### src/rtl/frame_consumer_pkg.sv
// Shared types and header helpers for frame_consumer.
// Provides FSM state enum, default sync byte, length width, header slicers.
package frame_consumer_pkg;

  typedef enum logic [1:0] {
    HUNT,
    PAYLOAD,
    CHECK
  } fc_state_e;

  localparam logic [7:0] SYNC_DEFAULT = 8'hA5;
  localparam int MAX_LEN_DEFAULT = 64;
  localparam int LEN_W = $clog2(MAX_LEN_DEFAULT + 1);

  function automatic logic [7:0] hdr_sync(input logic [15:0] w);
    return w[15:8];
  endfunction

  function automatic logic [7:0] hdr_len(input logic [15:0] w);
    return w[7:0];
  endfunction

endpackage

### src/rtl/frame_consumer_skid_buf.sv
// fc_skid_buf: 2-entry FIFO-ordered data+last buffer, valid/ready both sides.
// Ports: clk, rst, in_valid/in_ready/in_data/in_last, out_*, count (occupancy).
module fc_skid_buf #(
  parameter int W = 16
) (
  input  logic         clk,
  input  logic         rst,
  input  logic         in_valid,
  output logic         in_ready,
  input  logic [W-1:0] in_data,
  input  logic         in_last,
  output logic         out_valid,
  input  logic         out_ready,
  output logic [W-1:0] out_data,
  output logic         out_last,
  output logic [1:0]   count
);

  logic [W:0] e0;
  logic [W:0] e1;
  logic       do_push;
  logic       do_pop;

  assign in_ready  = (count != 2'd2);
  assign out_valid = (count != 2'd0);
  assign do_push   = in_valid && in_ready;
  assign do_pop    = out_valid && out_ready;
  assign out_last  = e0[W];
  assign out_data  = e0[W-1:0];

  always_ff @(posedge clk) begin
    if (rst) begin
      count <= 2'd0;
      e0    <= '0;
      e1    <= '0;
    end else begin
      case ({do_push, do_pop})
        2'b10: begin
          if (count == 2'd0) e0 <= {in_last, in_data};
          else               e1 <= {in_last, in_data};
          count <= count + 2'd1;
        end
        2'b01: begin
          e0    <= e1;
          count <= count - 2'd1;
        end
        2'b11: begin
          // Push is refused when full, so count is 1 here.
          e0 <= {in_last, in_data};
        end
        default: ;
      endcase
    end
  end

endmodule

### src/rtl/frame_consumer.sv
// frame_consumer: pops FIFO words, parses header/payload/checksum frames.
// Ports: rclk, rrst, rpop/rdata/rempty, out_valid/ready/data/last,
// frame_done, frame_err, sync_err, frame_cnt, err_cnt.
// Macro FRAME_CONSUMER_STATS_EN builds the statistics counters.
module frame_consumer
  import frame_consumer_pkg::*;
#(
  parameter int         DATA_W  = 16,
  parameter int         MAX_LEN = 64,
  parameter logic [7:0] SYNC    = SYNC_DEFAULT,
  parameter int         CNT_W   = 16
) (
  input  logic              rclk,
  input  logic              rrst,
  output logic              rpop,
  input  logic [DATA_W-1:0] rdata,
  input  logic              rempty,
  output logic              out_valid,
  input  logic              out_ready,
  output logic [DATA_W-1:0] out_data,
  output logic              out_last,
  output logic              frame_done,
  output logic              frame_err,
  output logic              sync_err,
  output logic [CNT_W-1:0]  frame_cnt,
  output logic [CNT_W-1:0]  err_cnt
);

  localparam int LW = $clog2(MAX_LEN + 1);

  fc_state_e         state;
  logic              inflight;
  logic [1:0]        skid_cnt;
  logic [LW-1:0]     remain;
  logic [DATA_W-1:0] sum;
  logic [7:0]        len;
  logic              hdr_ok;
  logic              push;
  logic              push_last;
  logic              in_ready;

  // Reserve a buffer slot for every word already requested.
  assign rpop = !rrst && !rempty &&
                (({1'b0, skid_cnt} + {2'b00, inflight}) < 3'd2);

  assign len    = hdr_len(rdata[15:0]);
  assign hdr_ok = (hdr_sync(rdata[15:0]) == SYNC) &&
                  (len != 8'd0) && (int'(len) <= MAX_LEN);

  assign push      = inflight && (state == PAYLOAD);
  assign push_last = (remain == LW'(1));

  always_ff @(posedge rclk) begin
    if (rrst) begin
      state      <= HUNT;
      inflight   <= 1'b0;
      remain     <= '0;
      sum        <= '0;
      frame_done <= 1'b0;
      frame_err  <= 1'b0;
      sync_err   <= 1'b0;
    end else begin
      inflight   <= rpop;
      frame_done <= 1'b0;
      frame_err  <= 1'b0;
      sync_err   <= 1'b0;
      if (inflight) begin
        case (state)
          HUNT: begin
            if (hdr_ok) begin
              remain <= LW'(len);
              sum    <= '0;
              state  <= PAYLOAD;
            end else begin
              sync_err <= 1'b1;
            end
          end
          PAYLOAD: begin
            sum    <= sum + rdata;
            remain <= remain - LW'(1);
            if (push_last) state <= CHECK;
          end
          CHECK: begin
            frame_done <= 1'b1;
            frame_err  <= (rdata != sum);
            state      <= HUNT;
          end
          default: state <= HUNT;
        endcase
      end
    end
  end

  // The pop rule guarantees space, so in_ready never throttles a push.
  fc_skid_buf #(.W(DATA_W)) u_skid (
    .clk       (rclk),
    .rst       (rrst),
    .in_valid  (push),
    .in_ready  (in_ready),
    .in_data   (rdata),
    .in_last   (push_last),
    .out_valid (out_valid),
    .out_ready (out_ready),
    .out_data  (out_data),
    .out_last  (out_last),
    .count     (skid_cnt)
  );

`ifdef FRAME_CONSUMER_STATS_EN
  always_ff @(posedge rclk) begin
    if (rrst) begin
      frame_cnt <= '0;
      err_cnt   <= '0;
    end else begin
      if (frame_done) frame_cnt <= frame_cnt + CNT_W'(1);
      err_cnt <= err_cnt + CNT_W'(frame_err) + CNT_W'(sync_err);
    end
  end
`else
  assign frame_cnt = '0;
  assign err_cnt   = '0;
`endif

  logic unused;
  assign unused = in_ready;

endmodule
### config.mk
export PLATFORM = sky130hd
export DESIGN_NAME = frame_consumer
export DESIGN_NICKNAME = d
export VERILOG_FILES = /design/src/rtl/frame_consumer_pkg.sv /design/src/rtl/frame_consumer_skid_buf.sv /design/src/rtl/frame_consumer.sv
export SDC_FILE = /design/constraint.sdc
export NUM_CORES = 1
export LEC_CHECK = 0
export CAP_MARGIN = 20
export CORE_MARGIN = 1
export CORE_UTILIZATION = 54
export CTS_BUF_LIST = sky130_fd_sc_hd__clkbuf_4 sky130_fd_sc_hd__clkbuf_8
export CTS_CLUSTER_SIZE = 8
export DETAILED_ROUTE_END_ITERATION = 12
export GPL_ROUTABILITY_DRIVEN = 0
export HOLD_SLACK_MARGIN = 0.02
export PLACE_DENSITY = 0.83
export SLEW_MARGIN = 10
export SYNTH_ARGS = -nofsm -noshare
export SYNTH_HDL_FRONTEND = slang
export SYNTH_SLANG_ARGS = --single-unit
### constraint.sdc
create_clock -name rclk -period 3.65 [get_ports rclk]
set_clock_uncertainty 0.2 [all_clocks]
set_input_delay 0.5475 -clock rclk [delete_from_list [all_inputs] [get_ports rclk]]
set_output_delay 0.5475 -clock rclk [all_outputs]
set_load 0.02 [all_outputs]
==> results of run 1 <==
## cell usage in the layout (no fill, tap or decap), drive strengths merged, types with 12 or more instances in the layout
master / instances
ha: 19
conb: 32
dfxtp: 65
inv: 13
clkdlybuf4s50: 40
nand2: 56
a211oi: 23
o21ai: 16
mux2i: 17
a21o: 12
a21oi: 41
nor2: 43
## cell families (layout without fill, tap and decap cells)
| kind of cell | after synthesis | after routing | synth area share |
|---|---|---|---|
| AO/OA/AOI/OAI | 127 | 127 | 0.224 |
| XOR/XNOR | 10 | 10 | 0.0232 |
| adder cells (fa/ha/maj) | 20 | 20 | 0.0683 |
| buffers and inverters | 70 | 73 | 0.104 |
| flip-flops | 65 | 65 | 0.345 |
| multiplexers | 17 | 17 | 0.0451 |
| other | 1 | 32 | 0.000994 |
| AND/OR/NAND/NOR | 151 | 151 | 0.190 |
## report_power, final
| group | total [mW] | leakage, nW | switching [mW] | internal [mW] |
|---|---|---|---|---|
| Sequential | 0.712 | 0.524 | 0.00110 | 0.711 |
| Clock | 0.676 | 0.111 | 0.263 | 0.413 |
| Combinational | 0.131 | 1.02 | 0.0889 | 0.0425 |
## flip-flops by register name, summed over array words and instances, names as in the netlist
name / cells
frame_done: 1
frame_err: 1
inflight: 1
remain: 7
state: 2
sum: 16
sync_err: 1
u_skid.count: 2
u_skid.e0: 17
u_skid.e1: 17
## tightest hold or removal path, delay by kind of cell (launching register included)
kind,cells,cell delay (ns)
flops,1,0.31
compound gates,1,0.05
simple gates,1,0.05
## through the flow
stage          cells  power, mW  hold WS [ns]
6_report         575       1.52         0.255
5_1_grt          575       1.57         0.276
4_1_cts          574       1.53         0.257
3_5_place_dp     560      0.857         0.248
3_3_place_gp     560      0.855         0.239
2_1_floorplan    492      0.836         0.229
## worst paths after layout
kind | endpoint | slack (ns) | cells after the start
setup / recovery | remain[0] | 0.47 | 7
hold / removal | u_skid.e1[6] | 0.26 | 2
setup reg to reg | u_skid.e1[16] | 0.97 | 8
hold reg to reg | u_skid.e1[6] | 0.26 | 2
## per-layer routing
| layer | wire length (um) | share of wire |
|---|---|---|
| met4 | 153 | 0.018 |
| met2 | 4060 | 0.49 |
| met1 | 3740 | 0.45 |
| met3 | 407 | 0.049 |
| met5 | 0 | 0 |
## cell type report
class / instances / area [sq um] / area share
repair buffers: 46 / 450 / 0.104
clock buffers: 11 / 151 / 0.0351
flip-flops and latches: 65 / 1300 / 0.302
well taps: 80 / 100 / 0.0232
inverters: 13 / 48.8 / 0.0113
clock inverters: 3 / 65.1 / 0.0151
multi-input cells: 357 / 2200 / 0.509
==> impl_metrics.csv, run 1 <==
group,metric,value,unit
final_layout,antenna_cells,0,
critical_path,critical_path.startpoint_type,"primary input",
route,firstDrtPassIters,4,
sta,finalSetupTns,0,ns
min_path,hold_class,"flop to flop",
sta,rsz0062_at_grt,"no",
synthesis,ys_seq_area_frac,0.345,
critical_path,max_stage_delay,0.59,ns
final_layout,fill_cells,561,
sta,finalSetupViolCount,0,
final_layout,syn2layout_area_growth,14.4,%
sta,max_slew_margin,0.355,
sta,slew_violations,0,
synthesis,synth_area_leaders,"dfxtp_1, buf_4, ha_1",
route,drt_iter0_drc,193,
critical_path,worstPathRequired,3.69,ns
synthesis,synth_cells,461,
final_layout,fin_util,0.639,
min_path,hold_start,"u_skid.e1[6]",
placed_design,pre_cts_ws,0.160,ns
sta,fin_ws,0.473,ns
final_layout,drive_gt1_frac,0.0525,
global_route,gr-usage-all-layers,0.236,
sta,worstMarginPinSlew,0.968,ns
synthesis,ys_dominant_reg_cell,"dfxtp_1",
sta,fin_crit_sh,0.870,
global_route,grt_pass1_wl,13.7,mm
synthesis,synthTopCellsByCount,"dfxtp_1, nand2_1, nor2_1",
synthesis,yosysMostFrequentCell,"dfxtp_1",
sta,post-route-min-period,3.18,ns
route,post-route-drc-count,0,
synthesis,ys_ff_latch,65,
global_route,use_met1,0.299,
sta,fmax,315,MHz
critical_path,crit_chain,"clkdlybuf4s50_1, or4_1, nor4_1, nor4_4, o21ai_2, a211oi_1, a2111oi_2",
clocking,clk_path_buf_depth,2,
power,pwr_density_cell,352,nW/um^2
floorplan,die_y,85.6,um
clocking,post-cts-setup-buffers,0,
clocking,root_buffer,"clkbuf_8",
floorplan,die_x,85.6,um
placed_design,placed_area,4080,sq um
critical_path,crit_family,"simple AND/OR/NAND/NOR gates",
floorplan,core,6760,sq um
route,antenna_left,0,
synthesis,yosysWarnings,0,
placed_design,dp_hpwl,6.09,mm
critical_path,crit_path_start,"rdata[1]",
critical_path,path_buf_inv,1,
synthesis,synthDistinctLibCells,53,
global_route,grt_util_met3,0.0452,
floorplan,pin_count,74,
clocking,hold_buffers,0,
clocking,htreeDepth,3,
final_layout,fin_area,4320,sq um
job,maxCapViolCount,0,
route,totalWireLength,8.36,mm
clocking,cts_tree,"done",
route,vias,3315,
global_route,grt_overflow,0,
final_layout,nets,532,
global_route,busiest_layer,"met2",
synthesis,yosysTopAreaCellShare,0.345,
critical_path,crit_fanout,14,
run_status,status,"finished, final reports clean",
power,leakage,1.66,nW
route,routedWlPerCell,14.5,um
global_route,grt_max_degree,58,
synthesis,syn-cell-area,3770,sq um
global_route,antenna_found_initial,0,
sta,hold_violations,0,
clocking,clkSinkCount,65,
floorplan,placementRows,30,
critical_path,endpoint_kind,"flop",
floorplan,design.die.area,7320,sq um
route,via_per_inst,5.77,
clocking,cts_resized,0,
clocking,path_clk_slew,0.07,ns
synthesis,synth_largest_area_cell,"dfxtp_1",
clocking,worstSkewPairLatency,0.35,ns
critical_path,worstPathArrival,3.22,ns
floorplan,start_util,0.558,
synthesis,syn_area_per_cell,8.18,sq um
global_route,grt_pass1_vias,2909,
placed_design,portBuffers,41,
global_route,grt_use_met2,0.394,
critical_path,cp_slowest_cell,"or4_1",
power,ir_worst_vdd,181,uV
synthesis,synth_edf_count,0,
critical_path,critical_path_class,"primary input to flop",
synthesis,synth-async-reset-ratio,0,
critical_path,r2r_start,"state[0]",
clocking,numCtsBuffers,9,
(Power assumes the default switching activity.)
==> inputs of run 2 (changes only) <==
--- a/config.mk
+++ b/config.mk
@@ -6,7 +6,7 @@
 export NUM_CORES = 1
 export LEC_CHECK = 0
 export CAP_MARGIN = 20
-export CORE_MARGIN = 1
+export CORE_MARGIN = 2
 export CORE_UTILIZATION = 54
 export CTS_BUF_LIST = sky130_fd_sc_hd__clkbuf_4 sky130_fd_sc_hd__clkbuf_8
 export CTS_CLUSTER_SIZE = 8
==> constraint.sdc (replaced) <==
create_clock -name rclk -period 3.65 [get_ports rclk]
set_clock_uncertainty 0.2 [all_clocks]
set_input_delay 0.5475 -clock rclk [delete_from_list [all_inputs] [get_ports rclk]]
set_output_delay 0.5475 -clock rclk [all_outputs]
set_load 0.1 [all_outputs]
==> impl_metrics.csv, run 2 (synthesis results as in run 1) <==
group,metric,value,unit
clocking,hold_buffers,0,
power,pwr_density_cell,368,nW/um^2
critical_path,path_buf_inv,1,
clocking,cts_tree,"done",
final_layout,final_cells,592,
clocking,root_buffer,"clkbuf_8",
global_route,grt_max_degree,59,
critical_path,critical_path_class,"primary input to flop",
sta,max_slew_margin,0.282,
power,p_int,1.09,mW
global_route,grt_overflow,0,
sta,timing.hold.ws,0.258,ns
critical_path,worstPathArrival,3.22,ns
critical_path,crit_family,"simple AND/OR/NAND/NOR gates",
final_layout,drive_gt1_frac,0.0605,
sta,rsz0062_at_grt,"no",
floorplan,core,6790,sq um
min_path,hold_class,"flop to flop",
route,firstDrtPassIters,6,
sta,finalSetupTns,0,ns
floorplan,start_util,0.555,
critical_path,crit_fanout,11,
power,fin_total_pwr,1.58,mW
route,vias,3369,
route,via_per_inst,5.69,
sta,fin_ws,0.499,ns
final_layout,largestRegisters,"u_skid.e0: 17 flops, u_skid.e1: 17 flops, sum: 16 flops",
power,p_comb_frac,0.160,
floorplan,die_x,87.6,um
placed_design,portBuffers,41,
final_layout,syn2layout_area_growth,14.1,%
floorplan,design.die.area,7670,sq um
route,totalWireLength,8.57,mm
sta,hold_violations,0,
global_route,grt_pass1_wl,14.1,mm
sta,fmax,317,MHz
placed_design,dp_cells,576,
power,switching_share,0.310,
sta,finalSetupViolCount,0,
critical_path,cp_slowest_cell,"o22ai_1",
power,pwr-share-seq,0.450,
power,leakage,1.64,nW
route,antenna_left,0,
critical_path,max_stage_delay,0.75,ns
sta,slew_violations,0,
placed_design,dp_hpwl,6.18,mm
power,ir_worst_vdd,199,uV
run_status,status,"finished, final reports clean",
critical_path,worstPathRequired,3.72,ns
clocking,htreeDepth,3,
placed_design,pre_cts_ws,0.271,ns
clocking,clkSinkCount,65,
sta,fin_crit_sh,0.863,
global_route,grt_pass1_vias,3002,
floorplan,placementRows,30,
final_layout,antenna_cells,0,
power,p_sw,0.491,mW
global_route,gr-usage-all-layers,0.230,
global_route,antenna_found_initial,0,
route,post-route-drc-count,0,
critical_path,crit_chain,"clkdlybuf4s50_1, or4_1, nor4_1, nor4_4, o22ai_1, nand2_1, o21ai_1",
clocking,clk_path_buf_depth,2,
critical_path,endpoint_kind,"flop",
final_layout,nets,531,
route,routedWlPerCell,14.5,um
final_layout,final_common_cell,"dfxtp_1",
clocking,path_clk_slew,0.07,ns
floorplan,pin_count,74,
clocking,numCtsBuffers,9,
power,pwr-share-clk,0.391,
critical_path,critical_path.startpoint_type,"primary input",
clocking,post-cts-setup-buffers,0,
sta,post-route-min-period,3.15,ns
sta,worstMarginPinSlew,1.08,ns
job,maxCapViolCount,0,
floorplan,die_y,87.6,um
route,drt_iter0_drc,250,
clocking,cts_resized,0,
final_layout,mostFrequentLayoutCells,"dfxtp_1, nand2_1, nor2_1",
clocking,worstSkewPairLatency,0.34,ns
## run 2: layer usage
metal / track usage / vias up / wire length, um
met3: 0.0518 / 10 / 496
met1: 0.295 / 1586 / 3740
li1: - / 1646 / -
met2: 0.380 / 127 / 4210
met5: 0 / - / 0
met4: 0.0811 / 0 / 127
## run 2: worst min-delay path, cell delays in order (launching register included)
cell and delay (ns):
dfxtp_1 0.31, nand2_1 0.05, a21oi_1 0.05
## run 2: path summary, 6_finish.rpt
| check | from | to | slack, ns | depth (start not counted) |
|---|---|---|---|---|
| max | rdata[1] | sum[13] | 0.50 | 7 |
| max reg2reg | state[0] | u_skid.count[1] | 0.61 | 7 |
| min | u_skid.e1[4] | u_skid.e1[4] | 0.26 | 2 |
| min reg2reg | u_skid.e1[4] | u_skid.e1[4] | 0.26 | 2 |
## run 2: area by class of cell
cell class,count,area (sq um)
Clock buffer,11,145
Tap cell,96,120
Fill cell,568,2490
Timing Repair Buffer,45,430
Inverter,13,48.8
Multi-Input combinational cell,357,2200
Clock inverter,5,55.1
Sequential cell,65,1300
## run 2: power by group through the flow
stage | combinational, mW | sequential [mW] | clock [mW]
2_1_floorplan | 0.226 | 0.733 | 0
3_3_place_gp | 0.248 | 0.728 | 0
3_5_place_dp | 0.250 | 0.728 | 0
4_1_cts | 0.250 | 0.711 | 0.627
5_1_grt | 0.263 | 0.711 | 0.664
6_report | 0.252 | 0.711 | 0.619
## run 2: stage by stage
step,util,area [sq um]
after floorplan,-,3890
after global placement,0.604,4110
after detailed placement,0.604,4110
after CTS,0.634,4310
after global routing,0.634,4310
final,0.634,4310
